[src/rtl/sdram_wr_burst_ctrl.sv]
// sdram_wr_burst_ctrl: drains a show-ahead write FIFO into fixed-length SDRAM
// write bursts, walking the write address through a circular buffer region.
// A level flush input lets a final partial burst go out while idle.
module sdram_wr_burst_ctrl #(
  parameter int unsigned DATA_WIDTH  = 16,
  parameter int unsigned USEDW_WIDTH = 10,
  parameter int unsigned ADDR_WIDTH  = 22,
  parameter int unsigned BURST_LEN   = 256,
  parameter int unsigned ADDR_BASE   = 0,
  parameter int unsigned ADDR_END    = 32'h0008_0000
) (
  input  logic                   clk,
  input  logic                   rst,
  input  logic                   enable,
  input  logic                   flush,
  input  logic [DATA_WIDTH-1:0]  fifo_dout,
  input  logic                   fifo_empty,
  input  logic [USEDW_WIDTH-1:0] fifo_rdusedw,
  output logic                   fifo_re,
  output logic                   wr_req,
  input  logic                   wr_ack,
  output logic [ADDR_WIDTH-1:0]  wr_addr,
  output logic [USEDW_WIDTH-1:0] wr_len,
  input  logic                   wr_data_req,
  output logic [DATA_WIDTH-1:0]  wr_data,
  input  logic                   wr_done,
  output logic                   busy,
  output logic                   wrap,
  output logic                   underflow_err
);

  localparam logic [USEDW_WIDTH-1:0] BURST_LEN_L = USEDW_WIDTH'(BURST_LEN);
  localparam logic [ADDR_WIDTH-1:0]  ADDR_BASE_L = ADDR_WIDTH'(ADDR_BASE);
  // One extra bit so base + length can never wrap around before the compare.
  localparam logic [ADDR_WIDTH:0]    ADDR_END_X  = (ADDR_WIDTH + 1)'(ADDR_END);

  typedef enum logic [1:0] {S_IDLE, S_REQ, S_DATA, S_DONE} state_t;

  state_t                 state_q, state_d;
  logic [USEDW_WIDTH-1:0] beat_q, beat_d;
  logic [USEDW_WIDTH-1:0] wr_len_q, wr_len_d;
  logic [ADDR_WIDTH-1:0]  wr_addr_q, wr_addr_d;
  logic                   wr_req_q, wr_req_d;
  logic                   busy_q, busy_d;
  logic                   wrap_q, wrap_d;
  logic                   underflow_q, underflow_d;
  logic [ADDR_WIDTH:0]    next_addr;
  logic                   in_data;

  // Partial bursts never exceed a normal burst length.
  function automatic logic [USEDW_WIDTH-1:0] clamp_len(input logic [USEDW_WIDTH-1:0] avail);
    return (avail < BURST_LEN_L) ? avail : BURST_LEN_L;
  endfunction

  // Data path is a zero-latency pass-through; pops are suppressed during reset
  // and whenever the FIFO is empty (the controller then receives zeros).
  assign in_data   = (state_q == S_DATA);
  assign fifo_re   = in_data & wr_data_req & ~fifo_empty & ~rst;
  assign wr_data   = (in_data & ~fifo_empty) ? fifo_dout : '0;
  assign next_addr = {1'b0, wr_addr_q} + (ADDR_WIDTH + 1)'(wr_len_q);

  assign wr_req        = wr_req_q;
  assign wr_addr       = wr_addr_q;
  assign wr_len        = wr_len_q;
  assign busy          = busy_q;
  assign wrap          = wrap_q;
  assign underflow_err = underflow_q;

  // Next-state and next-output computation for the burst sequencer.
  always_comb begin
    state_d     = state_q;
    beat_d      = beat_q;
    wr_len_d    = wr_len_q;
    wr_addr_d   = wr_addr_q;
    wr_req_d    = wr_req_q;
    wrap_d      = 1'b0;
    underflow_d = underflow_q;
    case (state_q)
      S_IDLE: begin
        if (enable && (fifo_rdusedw >= BURST_LEN_L)) begin
          wr_len_d = BURST_LEN_L;
          wr_req_d = 1'b1;
          state_d  = S_REQ;
        end else if (enable && flush && !fifo_empty) begin
          wr_len_d = clamp_len(fifo_rdusedw);
          wr_req_d = 1'b1;
          state_d  = S_REQ;
        end
      end
      S_REQ: begin
        if (wr_ack) begin
          wr_req_d = 1'b0;
          beat_d   = '0;
          state_d  = S_DATA;
        end
      end
      S_DATA: begin
        if (wr_data_req) begin
          beat_d = beat_q + USEDW_WIDTH'(1);
          if (fifo_empty) underflow_d = 1'b1;
          if (beat_q == (wr_len_q - USEDW_WIDTH'(1))) state_d = S_DONE;
        end
      end
      S_DONE: begin
        if (wr_done) begin
          if (next_addr >= ADDR_END_X) begin
            wr_addr_d = ADDR_BASE_L;
            wrap_d    = 1'b1;
          end else begin
            wr_addr_d = next_addr[ADDR_WIDTH-1:0];
          end
          state_d = S_IDLE;
        end
      end
      default: state_d = S_IDLE;
    endcase
    busy_d = (state_d != S_IDLE);
  end

  // Sequencer state and registered outputs; reset abandons any burst in flight.
  always_ff @(posedge clk) begin
    if (rst) begin
      state_q     <= S_IDLE;
      beat_q      <= '0;
      wr_len_q    <= '0;
      wr_addr_q   <= ADDR_BASE_L;
      wr_req_q    <= 1'b0;
      busy_q      <= 1'b0;
      wrap_q      <= 1'b0;
      underflow_q <= 1'b0;
    end else begin
      state_q     <= state_d;
      beat_q      <= beat_d;
      wr_len_q    <= wr_len_d;
      wr_addr_q   <= wr_addr_d;
      wr_req_q    <= wr_req_d;
      busy_q      <= busy_d;
      wrap_q      <= wrap_d;
      underflow_q <= underflow_d;
    end
  end

endmodule

[config.mk]
export PLATFORM = sky130hd
export DESIGN_NAME = sdram_wr_burst_ctrl
export DESIGN_NICKNAME = d
export VERILOG_FILES = /design/src/rtl/sdram_wr_burst_ctrl.sv
export SDC_FILE = /design/constraint.sdc
export NUM_CORES = 1
export LEC_CHECK = 0
export BUFFER_PORTS_ARGS = -buffer_cell sky130_fd_sc_hd__buf_4
export CORE_MARGIN = 8
export CORE_UTILIZATION = 50
export DETAILED_ROUTE_END_ITERATION = 10
export GPL_ROUTABILITY_DRIVEN = 0
export MAX_ROUTING_LAYER = met4
export PLACE_DENSITY = 0.75
export REMOVE_ABC_BUFFERS = 1
export SYNTH_ARGS = -nofsm -noshare
export SYNTH_HDL_FRONTEND = slang
export SYNTH_SLANG_ARGS = --single-unit
[constraint.sdc]
create_clock -name clk -period 3.4 [get_ports clk]
set_input_delay 0.85 -clock clk [delete_from_list [all_inputs] [get_ports clk]]
set_output_delay 0.85 -clock clk [all_outputs]
set_load 0.03 [all_outputs]
# Yosys cells after proc, flatten, opt, wreduce, memory -nomap -nowiden
# Cells that the tools add are included.
# word_totals
ff_bits	48
latchBits	0
mem_bits_rw	0
rom_bits	0
input_bits	34
elab_cells	64
n_memories	0
# op_classes
add_sub_neg	3
mul	0
div	0
order_cmp	3
n_eq_ne	7
shifts	0
muxes	20
n_bitwise	8
n_reduce_logical	15
# ops
operator	n
10-bit two-way mux	5
22-bit by 10-bit adder with 23-bit output	1
23-bit by 20-bit greater-or-equal comparator with 1-bit output, second input constant	1
22-bit two-way mux	1
10-bit case mux with 2 select lines	1
16-bit two-way mux	1
2-bit two-way mux	6
10-bit by 1-bit adder with 10-bit output, second input constant	1
10-bit == test	1
10-bit by 9-bit greater-or-equal comparator with 1-bit output, second input constant	1
10-bit by 9-bit less-than comparator with 1-bit output, second input constant	1
10-bit by 1-bit subtractor with 10-bit output, second input constant	1
3-bit AND reduction	3
2-bit case mux with 4 select lines	1
2-bit nonzero test	4
1-bit AND	4
2-bit == test, second input constant	2
1-bit two-way mux	4
2-bit != test, second input constant	2
1-bit NOT	4
2-bit AND reduction	2
1-bit logical AND	3
3-bit != test, second input constant	1
3-bit OR reduction	1
other kinds (4)	4

# Depth between registers and ports, before layout
# logic_depth
ltp_word	6
ltp_mapped	10

# Worst setup path before layout
# OpenSTA, ideal clock, no wires.
# synth_timing
path_kind	register to register
start	register wr_len_q[0] (netlist: wr_len[0])
end	register wr_addr_q[8] (netlist: wr_addr[8])
arrival_ps	2529
setup_slack_ps	754
stages_incl_launch_ff	11
n_path_buf	1
synth_period_minus_slack_ps	2646
path_cell_list	dfxtp_1 > ha_1 > fa_1 > a21o_1 > a221o_1 > o211ai_1 > a22oi_1 > and3_1 > and3_1 > buf_4 > a22o_1
# synth_between
elab_chain_len	3
# synth_lines
element	line_no	text
from (decl)	41	logic [USEDW_WIDTH-1:0] wr_len_q, wr_len_d;
from (signal assigned)	134	wr_len_q <= wr_len_d;
22-bit by 10-bit adder with 23-bit output *	60	assign next_addr = {1'b0, wr_addr_q} + (ADDR_WIDTH + 1)'(wr_len_q);
23-bit by 20-bit greater-or-equal comparator with 1-bit output	106	if (next_addr >= ADDR_END_X) begin
22-bit two-way mux *	106	
to (signal assigned)	135	wr_addr_q <= wr_addr_d;
to (decl)	42	logic [ADDR_WIDTH-1:0] wr_addr_q, wr_addr_d;
# Mark *: on every way between the ends. The rest lies on a longest branch, timed or not.
# A chain may end at the register's enable or synchronous reset.

# Worst setup path after layout
# layout_timing
start	register state_q[1]
end	output port fifo_re
# layout_between
elab_chain_len	4
# layout_lines
element	line_no	text
from (decl)	39	state_t state_q, state_d;
from (signal assigned)	132	state_q <= state_d;
2-bit == test	57	assign in_data = (state_q == S_DATA);
1-bit AND (3 in series)	58	assign fifo_re = in_data & wr_data_req & ~fifo_empty & ~rst;
to (decl)	19	output logic fifo_re,
# Every way passes these cells.

==> results_dict.tcl <==
set metrics [dict create \
    via_count 2732 \
    holdPathStages 2 \
    ys_types 48 \
    crit_slowest_cell "nor2b_1" \
    synth_seq_cells 48 \
    routedWlPerCell_um 15.6 \
    finalInstanceArea_sq_um 3650 \
    synth_most_common_cell "dfxtp_1" \
    status "complete, no violations" \
    grt_setup_unrepaired "no" \
    drcViolationCount 0 \
    cts-htree-levels 2 \
    antenna_found_initial 0 \
    cp-end-kind "output port" \
    p_leak_nw 1.63 \
    ys_warn_count 0 \
    seq_area_frac_synth 0.344 \
    placed_area_sq_um 3510 \
    startpoint_type "flop" \
    synth_area_sq_um 2790 \
    ctsResizeCount 0 \
    ant_nets 0 \
    finalHoldViolations 0 \
    worst_pin_slew_ps 752 \
    drv_slew 0 \
    netlist.area_leader.share 0.344 \
    synth_edf_count 0 \
    die_x_um 90.8 \
    fp.coreArea_sq_um 5440 \
    n_fill_cell 468 \
    syn_area_per_cell_sq_um 8.12 \
    clock_skew_ps 8.16 \
    clkSlewWorstSetupHoldPaths_ps 90 \
    r2r_cells 9 \
    cts_hold_buf 0 \
    cpPeakStageDelay_ps 660 \
    grt_pass1_vias 2642 \
    peakVddDrop_mv 0.196 \
    portBuffers 86 \
    worstPathCellList "nor2b_1 > nor2b_1 > and3_1 > buf_4" \
    crit_top_cell "nor2b_1" \
    start_util 0.514 \
    place_hpwl_um 6080 \
    async_flop_share 0 \
    min_path_type "reg -> reg" \
    cts_tree "built" \
    clock_sinks 48 \
    clockRootBuffer "clkbuf_8" \
    syn_to_final_growth_pct 30.5 \
    finalSetupTns_ps 0 \
    routed_wl_um 7850 \
    synthCells 344 \
    cp.arrival_ps 2160 \
    path_max_fanout 17 \
    fin_crit_sh 0.886 \
    io_pins 87 \
    layout.nets 476 \
    rows 27 \
    grt_max_degree 19 \
    cap_violations 0 \
    insertion_delay_ps 310 \
    die_h_um 90.8 \
    drt-vias-per-instance 5.44 \
    timing.fmax_mhz 332 \
    gr-usage-all-layers 0.193 \
    multi_input_area_sq_um 1760 \
    numCtsBuffers 5 \
    crit_type "reg -> out" \
    grt_overflow_total 0 \
    synthTopCellsByArea "dfxtp_1 34%, xnor2_1 6.3%, xor2_1 6.0%, ha_1 5.4%, nor2_1 5.0%" \
    fin_util 0.671 \
    seqCellArea_sq_um 961 \
    cts_buffer_depth 2 \
    fin_crit_ps 3010 \
    num_antenna_cells 0 \
    drive_gt1_frac 0.240 \
    p_per_area_nw_per_um2 340 \
    synth_top_area_cell "dfxtp_1" \
    die_area_sq_um 8240 \
    grt_pass1_wl_um 13100 \
    setup_viol 0 \
    drt_iter0_markers 256 \
    synth_ff_type "dfxtp_1" \
    slew-limit-headroom 0.497 \
    synthTopCellsByCount "48 x dfxtp_1, 37 x nor2_1, 31 x nand2_1" \
    required_ps 2550 \
    post-cts-setup-buffer-count 0 \
    firstDrtPassIters 4 \
]
cell type report:
class,instances,share of cell area
sequential,48,0.263
inverter,7,0.00720
timing repair buffer,90,0.185
tap,72,0.0247
clock buffer,5,0.0189
multi-input combinational,277,0.482
clock inverter,3,0.0189
layout by cell type, fill, tap and decap left out, types with 4 or more instances in the layout:
master	n
buf_4	90
ha_1	12
nor3b_1	4
a21oi_1	21
and2_1	19
o21ai_0	13
inv_1	7
nand3_1	18
a22o_1	9
dfxtp_1	48
xnor2_1	20
nor2_1	37
and3_1	11
nand2_1	31
xor2_1	19
a31oi_1	4
clkbuf_8	5
nand4_1	6
nor3_1	10
critical path: cells and delay by family, from the launching register on:
| kind | cells | cell delay [ps] |
|---|---|---|
| buffers and inverters | 1 | 160 |
| flip-flops | 1 | 490 |
| AND/OR/NAND/NOR | 3 | 1220 |
cell families after synthesis:
family	after synthesis	synth area share
and+or+nand+nor	152	0.274
AOI/OAI and AO/OA	71	0.164
DFF	48	0.344
xor gates and xnor gates	39	0.122
buffers and inverters	19	0.0273
adders and majority gates	13	0.0609
muxes	2	0.00761
sequential cells by signal, summed over array words and instances, names as in the netlist:
| signal | count |
|---|---|
| busy | 1 |
| underflow_err | 1 |
| beat_q | 10 |
| wr_len | 10 |
| wr_addr | 22 |
| wrap | 1 |
| wr_req | 1 |
| state_q | 2 |
per-stage QoR:
stage / instances / hold slack (ps) / power [W] / worst slack, ps
after global placement: 494 / 450 / 0.000748 / 590
after global routing: 502 / 516 / 0.00128 / 136
final: 502 / 492 / 0.00124 / 389
after detailed placement: 494 / 468 / 0.000750 / 546
after CTS: 502 / 488 / 0.00125 / 353
after floorplan: 332 / 498 / 0.000677 / 549
power breakdown:
group / switching, W / internal (W) / total [W]
clock network: 0.000205 / 0.000296 / 0.000501
logic: 0.0000864 / 0.0000694 / 0.000156
registers: 0.0000121 / 0.000571 / 0.000583
total: 0.000303 / 0.000936 / 0.00124
path summary, 6_finish.rpt:
kind,to,from,slack [ps]
setup / recovery,fifo_re,state_q[1],390
hold / removal,wr_req,wr_req,490
setup reg to reg,wr_addr[17],wr_len[6],620
hold reg to reg,wr_req,wr_req,490
layer usage:
| layer | share of wire | vias up | GRT usage | wire [um] |
|---|---|---|---|---|
| met3 | 0.049 | 6 | 0.0341 | 384 |
| met2 | 0.46 | 84 | 0.301 | 3630 |
| met1 | 0.48 | 1260 | 0.252 | 3770 |
| met5 | 0 | - | - | 0 |
| met4 | 0.0084 | 0 | 0.0472 | 66 |
| li1 | - | 1382 | - | - |
Power figures use the tool's default switching activity.
